<file path="config.mk">
export PLATFORM = sky130hd
export DESIGN_NAME = sfm_job_launcher
export DESIGN_NICKNAME = d
export VERILOG_FILES = /design/src/rtl/sfm_pkg.sv /design/src/rtl/sfm_periph_initiator.sv /design/src/rtl/sfm_job_launcher.sv
export SDC_FILE = /design/constraint.sdc
export NUM_CORES = 1
export LEC_CHECK = 0
export CORE_MARGIN = 3
export CORE_UTILIZATION = 39
export CTS_BUF_LIST = sky130_fd_sc_hd__clkbuf_16
export CTS_CLUSTER_DIAMETER = 80
export DETAILED_ROUTE_END_ITERATION = 12
export PLACE_DENSITY = 0.77
export SKIP_CTS_REPAIR_TIMING = 1
export SLEW_MARGIN = 25
export SYNTH_ARGS = -nofsm -noshare
export SYNTH_HDL_FRONTEND = slang
export SYNTH_SLANG_ARGS = --single-unit
</file>
<file path="constraint.sdc">
create_clock -name clk_i -period 5.4 [get_ports clk_i]
set_input_delay 1.08 -clock clk_i [delete_from_list [all_inputs] [get_ports clk_i]]
set_output_delay 1.08 -clock clk_i [all_outputs]
set_load 0.03 [all_outputs]
</file>
<file path="src/rtl/sfm_pkg.sv">
// Shared definitions for the SFM job launcher: register map, FSM states and
// the peripheral request bundle handed from the FSM to the initiator.
package sfm_pkg;

  localparam logic [31:0] REG_TRIGGER    = 32'h00;
  localparam logic [31:0] REG_ACQUIRE    = 32'h04;
  localparam logic [31:0] REG_SOFT_CLEAR = 32'h14;

  typedef enum logic [2:0] {
    S_IDLE,
    S_ACQ,
    S_BACKOFF,
    S_WRITE,
    S_TRIG,
    S_WAIT_EVT,
    S_CLEAR
  } sfm_state_e;

  typedef struct packed {
    logic [31:0] add;
    logic        wen;   // 0 = write, 1 = read
    logic [31:0] data;
  } periph_req_t;

endpackage

</file>
<file path="src/rtl/sfm_periph_initiator.sv">
// Single-outstanding peripheral initiator: holds a request until granted,
// then waits for the matching-id response. Responses with a foreign id, or
// arriving while no access is pending, are dropped.
module sfm_periph_initiator
  import sfm_pkg::*;
#(
  parameter int unsigned         ID_WIDTH = 10,
  parameter logic [ID_WIDTH-1:0] ID       = '0
) (
  input  logic                clk_i,
  input  logic                rst_i,
  input  logic                start,
  input  periph_req_t         req,
  output logic                idle,
  output logic                gnt,
  output logic                done,
  output logic [31:0]         rdata,
  output logic                periph_req_o,
  input  logic                periph_gnt_i,
  output logic [31:0]         periph_add_o,
  output logic                periph_wen_o,
  output logic [3:0]          periph_be_o,
  output logic [31:0]         periph_data_o,
  output logic [ID_WIDTH-1:0] periph_id_o,
  input  logic [31:0]         periph_r_data_i,
  input  logic                periph_r_valid_i,
  input  logic [ID_WIDTH-1:0] periph_r_id_i
);

  typedef enum logic [1:0] {P_IDLE, P_REQ, P_RSP} phase_e;

  phase_e phase;
  logic   rsp_hit;

  assign rsp_hit = periph_r_valid_i && (periph_r_id_i == ID);

  // Phase tracking; address/data are captured once and held until the grant.
  always_ff @(posedge clk_i) begin
    if (rst_i) begin
      phase         <= P_IDLE;
      periph_req_o  <= 1'b0;
      periph_add_o  <= '0;
      periph_wen_o  <= 1'b1;
      periph_data_o <= '0;
    end else begin
      case (phase)
        P_IDLE: if (start) begin
          phase         <= P_REQ;
          periph_req_o  <= 1'b1;
          periph_add_o  <= req.add;
          periph_wen_o  <= req.wen;
          periph_data_o <= req.data;
        end
        P_REQ: if (periph_gnt_i) begin
          phase        <= P_RSP;
          periph_req_o <= 1'b0;
        end
        P_RSP: if (rsp_hit) phase <= P_IDLE;
        default: phase <= P_IDLE;
      endcase
    end
  end

  assign idle        = (phase == P_IDLE);
  assign gnt         = (phase == P_REQ) && periph_gnt_i;
  assign done        = (phase == P_RSP) && rsp_hit;
  assign rdata       = periph_r_data_i;
  assign periph_be_o = 4'hf;
  assign periph_id_o = ID;

endmodule

</file>
<file path="src/rtl/sfm_job_launcher.sv">
// Job launcher: acquires an accelerator job slot (with backoff while busy),
// streams register writes from the command port, triggers the job and waits
// for the end-of-job event, soft-clearing the accelerator on timeout.
module sfm_job_launcher
  import sfm_pkg::*;
#(
  parameter logic [31:0]         BASE_ADDR  = 32'h1c100000,
  parameter int unsigned         ID_WIDTH   = 10,
  parameter logic [ID_WIDTH-1:0] ID         = '0,
  parameter logic [31:0]         REG_OFFSET = 32'h40,
  parameter int unsigned         IDX_W      = 5,
  parameter int unsigned         BACKOFF    = 16,
  parameter int unsigned         TIMEOUT    = 2**20
) (
  input  logic                clk_i,
  input  logic                rst_i,
  input  logic                cmd_valid_i,
  output logic                cmd_ready_o,
  input  logic [IDX_W-1:0]    cmd_idx_i,
  input  logic [31:0]         cmd_data_i,
  input  logic                cmd_last_i,
  output logic                periph_req_o,
  input  logic                periph_gnt_i,
  output logic [31:0]         periph_add_o,
  output logic                periph_wen_o,
  output logic [3:0]          periph_be_o,
  output logic [31:0]         periph_data_o,
  output logic [ID_WIDTH-1:0] periph_id_o,
  input  logic [31:0]         periph_r_data_i,
  input  logic                periph_r_valid_i,
  input  logic [ID_WIDTH-1:0] periph_r_id_i,
  input  logic                evt_i,
  output logic                busy_o,
  output logic                job_done_o,
  output logic                job_err_o,
  output logic [7:0]          job_id_o
);

  localparam int unsigned BO_W  = (BACKOFF > 1) ? $clog2(BACKOFF) : 1;
  localparam int unsigned TMO_W = $clog2(TIMEOUT + 1);

  sfm_state_e       state;
  logic             last_q;
  logic [BO_W-1:0]  bo_cnt;
  logic [TMO_W-1:0] tmo_cnt;

  logic             ini_start;
  logic             ini_idle;
  logic             ini_gnt;
  logic             ini_done;
  logic [31:0]      ini_rdata;
  periph_req_t      ini_req;
  logic             unused_rdata;

  assign unused_rdata = ^ini_rdata[30:8];

  // Each access state launches exactly one access: the initiator stays
  // non-idle until its response, and the FSM leaves (or, in WRITE, waits for
  // the next command) on that same response.
  always_comb begin
    ini_start = 1'b0;
    ini_req   = '0;
    case (state)
      S_ACQ: begin
        ini_start   = ini_idle;
        ini_req.add = BASE_ADDR + REG_ACQUIRE;
        ini_req.wen = 1'b1;
      end
      S_WRITE: begin
        ini_start    = ini_idle && cmd_valid_i;
        ini_req.add  = BASE_ADDR + REG_OFFSET + (32'(cmd_idx_i) << 2);
        ini_req.data = cmd_data_i;
      end
      S_TRIG: begin
        ini_start   = ini_idle;
        ini_req.add = BASE_ADDR + REG_TRIGGER;
      end
      S_CLEAR: begin
        ini_start   = ini_idle;
        ini_req.add = BASE_ADDR + REG_SOFT_CLEAR;
      end
      default: ;
    endcase
  end

  // The command is consumed on the grant of the write that carries it.
  assign cmd_ready_o = (state == S_WRITE) && ini_gnt;
  assign busy_o      = (state != S_IDLE);

  // Job sequencing FSM with registered status pulses.
  always_ff @(posedge clk_i) begin
    if (rst_i) begin
      state      <= S_IDLE;
      last_q     <= 1'b0;
      bo_cnt     <= '0;
      tmo_cnt    <= '0;
      job_id_o   <= '0;
      job_done_o <= 1'b0;
      job_err_o  <= 1'b0;
    end else begin
      job_done_o <= 1'b0;
      job_err_o  <= 1'b0;
      case (state)
        S_IDLE: if (cmd_valid_i) state <= S_ACQ;
        S_ACQ: if (ini_done) begin
          if (ini_rdata[31]) begin
            state  <= S_BACKOFF;
            bo_cnt <= '0;
          end else begin
            job_id_o <= ini_rdata[7:0];
            state    <= S_WRITE;
          end
        end
        S_BACKOFF: begin
          if (bo_cnt == BO_W'(BACKOFF - 1)) begin
            bo_cnt <= '0;
            state  <= S_ACQ;
          end else begin
            bo_cnt <= bo_cnt + 1'b1;
          end
        end
        S_WRITE: begin
          if (ini_gnt) last_q <= cmd_last_i;
          if (ini_done && last_q) state <= S_TRIG;
        end
        S_TRIG: if (ini_done) begin
          state   <= S_WAIT_EVT;
          tmo_cnt <= '0;
        end
        S_WAIT_EVT: begin
          // The event takes priority over a timeout landing in the same cycle.
          if (evt_i) begin
            job_done_o <= 1'b1;
            state      <= S_IDLE;
          end else if (tmo_cnt == TMO_W'(TIMEOUT)) begin
            state <= S_CLEAR;
          end else begin
            tmo_cnt <= tmo_cnt + 1'b1;
          end
        end
        S_CLEAR: if (ini_done) begin
          job_err_o <= 1'b1;
          state     <= S_IDLE;
        end
        default: state <= S_IDLE;
      endcase
    end
  end

  sfm_periph_initiator #(
    .ID_WIDTH (ID_WIDTH),
    .ID       (ID)
  ) u_ini (
    .clk_i            (clk_i),
    .rst_i            (rst_i),
    .start            (ini_start),
    .req              (ini_req),
    .idle             (ini_idle),
    .gnt              (ini_gnt),
    .done             (ini_done),
    .rdata            (ini_rdata),
    .periph_req_o     (periph_req_o),
    .periph_gnt_i     (periph_gnt_i),
    .periph_add_o     (periph_add_o),
    .periph_wen_o     (periph_wen_o),
    .periph_be_o      (periph_be_o),
    .periph_data_o    (periph_data_o),
    .periph_id_o      (periph_id_o),
    .periph_r_data_i  (periph_r_data_i),
    .periph_r_valid_i (periph_r_valid_i),
    .periph_r_id_i    (periph_r_id_i)
  );

endmodule
</file>
# Word level (Yosys, flattened, before mapping)
# Index checks and enable logic that the tools add are counted.
# Widths: inputs -> output; s select.
# totals
inputBits,86
register_bits,107
# classes
reduce_logical,24
eq_ne,23
mux,31
add_sub_neg,3
bitwise,3
# op_table
operator,n
$pmux 30 s4,1
$mux 21,3
$pmux 21 s2,1
$mux 32,1
$add 29x7->30 const A,1
$mux 3,8
$add 21x1->21 const B,1
$eq 21x21->1 const B,1
$pmux 3 s7,1
$ne 2x2->1 const B,10
$mux 4,3
$reduce_and 3->1,4
$logic_not 10->1,1
$eq 3x3->1 const B,3
$pmux 4 s2,1
$reduce_and 7->1,1
$eq 3x2->1 const B,2
$logic_and 1x1->1,6
$mux 1,6
$mux 2,3
$pmux 2 s3,1
$reduce_bool 2->1,3
$add 4x1->4 const B,1
$eq 4x4->1 const B,1
other kinds (14),20

# Logic depth before layout (Yosys ltp)
# Gate-level depths: netlist (run 1).
# depth
word_depth,6
depth_mapped,7
mapped_depth_nobuf,7

# Modules after synthesis
# A second synthesis (run 1) with hierarchy kept.
# hier_totals
cells_unflattened,631
hier_area_um2,5054.8
# by_module_without_submodules
mod,seq_area_each_um2,n_inst,cells_each,area_each_um2
sfm_periph_initiator,1361.3,1,350,2788.9
sfm_job_launcher,780.7,1,281,2265.9

# Least setup slack after synthesis (run 1)
# Ideal clock, no wire load.
# synth_timing
path_type,input -> output
from,input periph_gnt_i
to,output cmd_ready_o
path_slack_ps,2422
path_stages,2
required_time_ps,4320
arrival_ps,1898
path_buffers,0
path_cell_list,nand2_1 nor3_1
# synth_via
elab_chain_len,2
# synth_lines
element,line_no,source
"start, declared",sfm_job_launcher.sv:23,"input logic periph_gnt_i,"
$logic_and 1x1->1,sfm_periph_initiator.sv:65,assign gnt = (phase == P_REQ) && periph_gnt_i;
$logic_and 1x1->1,sfm_job_launcher.sv:87,assign cmd_ready_o = (state == S_WRITE) && ini_gnt;
"end, declared",sfm_job_launcher.sv:18,"output logic cmd_ready_o,"
# Every way passes these cells.

# Worst setup path in the final report (run 1)
# Ends and elaborated chain as after synthesis.

==> flow_summary.toml, run 1 <==
[setup_path]
setup.worst_path.end_class = "primary output"
required_ps = 4320
path_buf_inv = 2
critical_path.top_delay_family = "buffers and inverters"
crit_fanout = 3
path_common_cell = "clkdlybuf4s50_1"
critical_path_class = "in -> out"
cp_slowest_cell = "clkdlybuf4s50_1"
crit_path_cell_trace = "clkdlybuf4s50_1 > nand2_1 > nor3_1 > clkdlybuf4s50_1"
cp-start-kind = "input pin"
worstPathArrival_ps = 2660
critical_path.max_stage_delay_ps = 750

[yosys]
synth-async-reset-ratio_pct = 0
synth_area_leaders = "dfxtp_1 (43%), buf_4 (7.6%), a21oi_1 (6.8%), nand2_1 (6.1%), nand3_1 (5.6%)"
ys_seq_area_share_pct = 42.69
post-synth-top-count-cell = "dfxtp_1"
ys_warn_count = 0
ys_top_cells_by_count = "dfxtp_1 (82), nand2_1 (62), a21oi_1 (52)"
synth-seq-cells = 82
netlist.area_leader.share_pct = 42.69
synthCells = 468
synth_edf_count = 0
avgSynthCellArea_sq_um = 8.216
synth_flop_cell = "dfxtp_1"
synth_area_leader_cell = "dfxtp_1"
yosysUniqueCellTypes = 51
synthesis.area_sq_um = 3845

[global_routing]
grt.overflow.total = 0
grt_pass1_wl_mm = 16.82
antenna_found_initial = 0
grt_max_degree = 62
grt_pass1_vias = 3455
track_usage_pct = 18.45

[timing]
hold_ws_ps = 452.7
final_hold_viol_count = 0
worst_pin_slew_ps = 875.5
final-max-slew-violation-count = 0
fin_worst_skew_ps = 7.880
rsz0062_at_grt = "no"
fmax_mhz = 267.3
min_period_ps = 3741
min_period_over_period_pct = 69.27
setup_viol = 0
tns_ps = 0
slew_headroom_pct = 41.63

[clock_tree]
clock_latency_ps = 330
clkTransAtPathRegs_ps = 60
h-tree-depth = 3
cts_made_buffers = 9
cts_tree = "done"
cts_sinks = 82
root_buffer = "clkbuf_16"
clockBufferDepth = 2

[routing]
drc_errors = 0
drtPass1Iterations = 6
wl_met2_mm = 5.140
wl_met1_mm = 4.269
viasPerCell = 5.212
routed.top_layer = "met4"
detail_route.iter0.violations = 288
wl_met3_um = 754
routed_wl_mm = 10.49
avgRoutedWirePerCell_um = 14.85
ant_nets = 0
via_count = 3680

[layout]
num_antenna_cells = 0
nets = 662
final_area_sq_um = 5299
final_layout_size_suffix_gt1_share_pct = 4.853
area_delta_synth_final_pct = 37.81

[placement]
dpl_cell_area_sq_um = 4967
dp_hpwl_mm = 7.417
numPortBuffers = 118
place_congestion = 0.8737

[power_and_ir_drop]
p_sw_uw = 432.7
power_switching_share_pct = 27.00
seqPwrFrac_pct = 40.0
p_clk_share_pct = 42.6
powerDensity_nw_per_um2 = 302.5
comb_power_share_pct = 17.4
vdd_ir_drop_max_uv = 176.9
leakage_nw = 1.893
power.internal_mw = 1.170

[hold_path]
hold_class = "reg -> reg"

[flow_run]
maxCapViolations = 0

[die]
rows = 35
die_area_sq_um = 11090
core_area_sq_um = 9415
ios = 178
die_w_um = 105.3
die_y_um = 105.3
initial_core_util_pct = 40.84

[run_status]
status = "finished clean"
power groups by stage:
stage	logic, mW	clock network [mW]	registers [mW]
after detailed placement	0.275	0	0.654
after global placement	0.272	0	0.654
final	0.278	0.683	0.642
after global routing	0.300	0.720	0.644
after floorplan	0.182	0	0.665
after CTS	0.278	0.696	0.641
cells by family after synthesis:
logic type	count (synthesis)	share of synthesized area (%)
AND/OR/NAND/NOR	196	25.12
AO/OA/AOI/OAI	93	14.77
flip-flops	82	42.69
buffers and inverters	69	10.58
multiplexers	12	3.157
XOR/XNOR	11	2.506
adder cells (fa/ha/maj)	3	0.9763
other	2	0.1953
final cells by class:
class | count | area [sq um]
Clock inverter | 6 | 106.4
Fill cell | 843 | 4116
Timing Repair Buffer | 122 | 1206
Sequential cell | 82 | 1642
Clock buffer | 9 | 225.2
Inverter | 7 | 26.28
Multi-Input combinational cell | 351 | 1932
Tap cell | 129 | 161.4
flip-flops by register name (all words and copies together) (netlist names), 2 cells and up:
signal               cells
tmo_cnt                 21
u_ini.periph_add_o       7
u_ini.phase              2
state                    3
bo_cnt                   4
job_id_o                 8
u_ini.periph_data_o     32
tightest hold or removal path, cell delays in order (launching register included):
cell,delay (ps)
dfxtp_1,310
nand2_1,50
a21oi_1,50
metrics by stage:
step | utilization [%] | total power, mW | std cells | setup slack, ps
2_1_floorplan | - | 0.8464 | 502 | 2422
3_3_place_gp | 52.76 | 0.9253 | 691 | 1676
3_5_place_dp | 52.76 | 0.9291 | 691 | 1678
4_1_cts | 56.28 | 1.615 | 706 | 1656
5_1_grt | 56.28 | 1.664 | 706 | 1565
6_report | 56.28 | 1.603 | 706 | 1659
layer usage:
layer / track usage, % / vias to the layer above
met5: 0 / -
met4: 9.466 / 0
met3: 3.674 / 23
met2: 29.96 / 168
met1: 23.15 / 1708
li1: - / 1781
layout by cell type, fill, tap and decap left out, types with 5 or more instances in the layout:
| master | count |
|---|---|
| o21ai_0 | 7 |
| dfxtp_1 | 82 |
| a21oi_1 | 52 |
| clkdlybuf4s50_1 | 117 |
| inv_1 | 7 |
| nor3_1 | 8 |
| nand4_1 | 7 |
| nand2b_1 | 7 |
| nor2_1 | 36 |
| or3_1 | 7 |
| nor4_1 | 5 |
| mux2i_1 | 11 |
| nand2_1 | 62 |
| xor2_1 | 10 |
| conb_1 | 36 |
| nand3_1 | 43 |
| or4_1 | 7 |
| clkbuf_16 | 9 |
worst paths after layout:
kind | startpoint | end | slack [ps] | cells past startpoint
setup reg to reg | state[0]$_SDFFE_PP0P_ | u_ini.periph_add_o[6]$_SDFFE_PP0P_ | 2620 | 6
hold reg to reg | u_ini.periph_data_o[22]$_SDFFE_PP0P_ | u_ini.periph_data_o[22]$_SDFFE_PP0P_ | 450 | 2
hold / removal | u_ini.periph_data_o[22]$_SDFFE_PP0P_ | u_ini.periph_data_o[22]$_SDFFE_PP0P_ | 450 | 2
setup / recovery | periph_gnt_i | cmd_ready_o | 1660 | 4
(Power assumes the default switching activity.)
==> run 2: changes to the inputs <==
==> constraint.sdc (replaced) <==
create_clock -name clk_i -period 3.7 [get_ports clk_i]
set_input_delay 0.74 -clock clk_i [delete_from_list [all_inputs] [get_ports clk_i]]
set_output_delay 0.74 -clock clk_i [all_outputs]
set_load 0.03 [all_outputs]
==> run 2 against run 1 <==
Power grew 35%; sequential cell count is the same; combinational power grew 45%; count of clock-buffer cells in the layout is the same; critical path type is now reg -> out; clock skew is essentially flat; sequential share of layout area grew 0.27 points; die area is the same; clock power grew 21%; utilization shrank 0.49 points; final cell count grew 0.28%; highest routed layer unchanged; register-to-register slack lost 1300 ps.
==> flow_summary.toml, run 2 (synthesis gave the netlist of run 1 again) <==
[setup_path]
critical_path.top_delay_family = "simple AND/OR/NAND/NOR gates"
required_ps = 2960
cp-start-kind = "register"
r2r_cells = 7
cp.depth = 4
path_buf_inv = 1
worstPathArrival_ps = 2560
critical_path_class = "reg -> out"
crit_path_cell_trace = "nor2b_1 > nand2_1 > nor3_1 > clkdlybuf4s50_1"
cp_slowest_cell = "clkdlybuf4s50_1"
critical_path.max_stage_delay_ps = 750
setup.worst_path.end_class = "primary output"
crit_fanout = 16

[timing]
hold_ws_ps = 449.6
fmax_mhz = 303.2
rsz0062_at_grt = "no"
final-max-slew-violation-count = 0
worst_pin_slew_ps = 648.6
min_period_ps = 3298
min_period_over_period_pct = 89.15
slew_headroom_pct = 56.39
tns_ps = 0
setup_viol = 0
final_hold_viol_count = 0
fin_worst_skew_ps = 8.269

[layout]
seq_area_sq_um = 1642
n_fill_cell = 860
largest_reg_flops = 32
top_regs = "u_ini.periph_data_o (32), tmo_cnt (21), job_id_o (8)"
fin_cells = 708
multi_input_area_sq_um = 1932
top_register = "u_ini.periph_data_o"
nets = 663
final_layout_size_suffix_gt1_share_pct = 5.181
num_antenna_cells = 0
final_cell_mix = "clkdlybuf4s50_1 (117), dfxtp_1 (82), nand2_1 (62)"
layout_commonest_cell = "clkdlybuf4s50_1"
final_area_sq_um = 5253
area_delta_synth_final_pct = 36.61

[clock_tree]
clock_latency_ps = 340
clkTransAtPathRegs_ps = 60
cts_sinks = 82
clockBufferDepth = 2
h-tree-depth = 3
cts_made_buffers = 9
cts_tree = "done"
root_buffer = "clkbuf_16"

[global_routing]
grt_max_degree = 61
grt_pass1_vias = 3463
antenna_found_initial = 0
grt_pass1_wl_mm = 16.40
track_usage_pct = 17.98
grt.overflow.total = 0

[power_and_ir_drop]
seqPwrFrac_pct = 43.2
comb_power_share_pct = 18.6
vdd_ir_drop_max_uv = 272.2
leakage_nw = 1.865
p_total_mw = 2.167
power_switching_share_pct = 30.13
power.internal_mw = 1.514
powerDensity_nw_per_um2 = 412.6
p_clk_share_pct = 38.2
p_sw_uw = 652.9

[routing]
detail_route.iter0.violations = 353
viasPerCell = 5.196
routed_wl_mm = 10.18
drtPass1Iterations = 6
via_count = 3679
drc_errors = 0
avgRoutedWirePerCell_um = 14.38
ant_nets = 0

[placement]
place_inst = 692
numPortBuffers = 118
dp_hpwl_mm = 7.411
dpl_cell_area_sq_um = 4975
place_congestion = 0.8724

[die]
die_y_um = 105.3
core_area_sq_um = 9415
die_w_um = 105.3
ios = 178
die_area_sq_um = 11090
initial_core_util_pct = 40.84
rows = 35

[hold_path]
hold_path_depth = 2
hold_class = "reg -> reg"

[flow_run]
maxCapViolations = 0

[run_status]
status = "finished clean"
run 2: cell count changes in the layout (fill, tap and decap cells not counted), sizes merged:
cell      previous run  this run
bufinv               3         0
clkinvlp             1         3
inv                  7         9
buf                  5         6
run 2: cell type report:
cell class                      instances  share of cell area [%]
Multi-Input combinational cell        351                   36.78
Sequential cell                        82                   31.25
Timing Repair Buffer                  123                   23.11
Clock buffer                            9                   4.288
Tap cell                              129                   3.073
Clock inverter                          7                   1.000
Inverter                                7                  0.5002
run 2: path summary, 6_finish.rpt:
path,start,slack (ps),to
min reg2reg,u_ini.periph_data_o[27]$_SDFFE_PP0P_,450,u_ini.periph_data_o[27]$_SDFFE_PP0P_
min,u_ini.periph_data_o[27]$_SDFFE_PP0P_,450,u_ini.periph_data_o[27]$_SDFFE_PP0P_
max reg2reg,tmo_cnt[0]$_SDFFE_PP0P_,1360,tmo_cnt[0]$_SDFFE_PP0P_
max,state[0]$_SDFFE_PP0P_,400,cmd_ready_o
run 2: tightest hold or removal path, cell delays in order (launching register included):
cell and delay [ps]:
dfxtp_1 310, nand2_1 50, a21oi_1 50
run 2: power groups by stage:
stage | Sequential, mW | Clock (mW) | Combinational (mW)
after floorplan | 0.970 | 0 | 0.265
after global placement | 0.954 | 0 | 0.398
after global routing | 0.939 | 0.889 | 0.434
after CTS | 0.935 | 0.844 | 0.405
after detailed placement | 0.954 | 0 | 0.404
final | 0.936 | 0.828 | 0.403
run 2: layer usage:
layer,vias up,share of wire [%],track usage (%)
met5,-,0,0
met4,0,2.2,8.154
met3,17,7.2,3.858
met2,148,49,30.19
met1,1716,41,21.98
li1,1798,-,-
run 2: per-stage QoR:
step / util (%) / setup WS, ps
after global placement: 52.84 / 595.4
after global routing: 55.79 / 236.0
after floorplan: - / 1127
after detailed placement: 52.84 / 556.7
after CTS: 55.79 / 407.7
final: 55.79 / 401.6
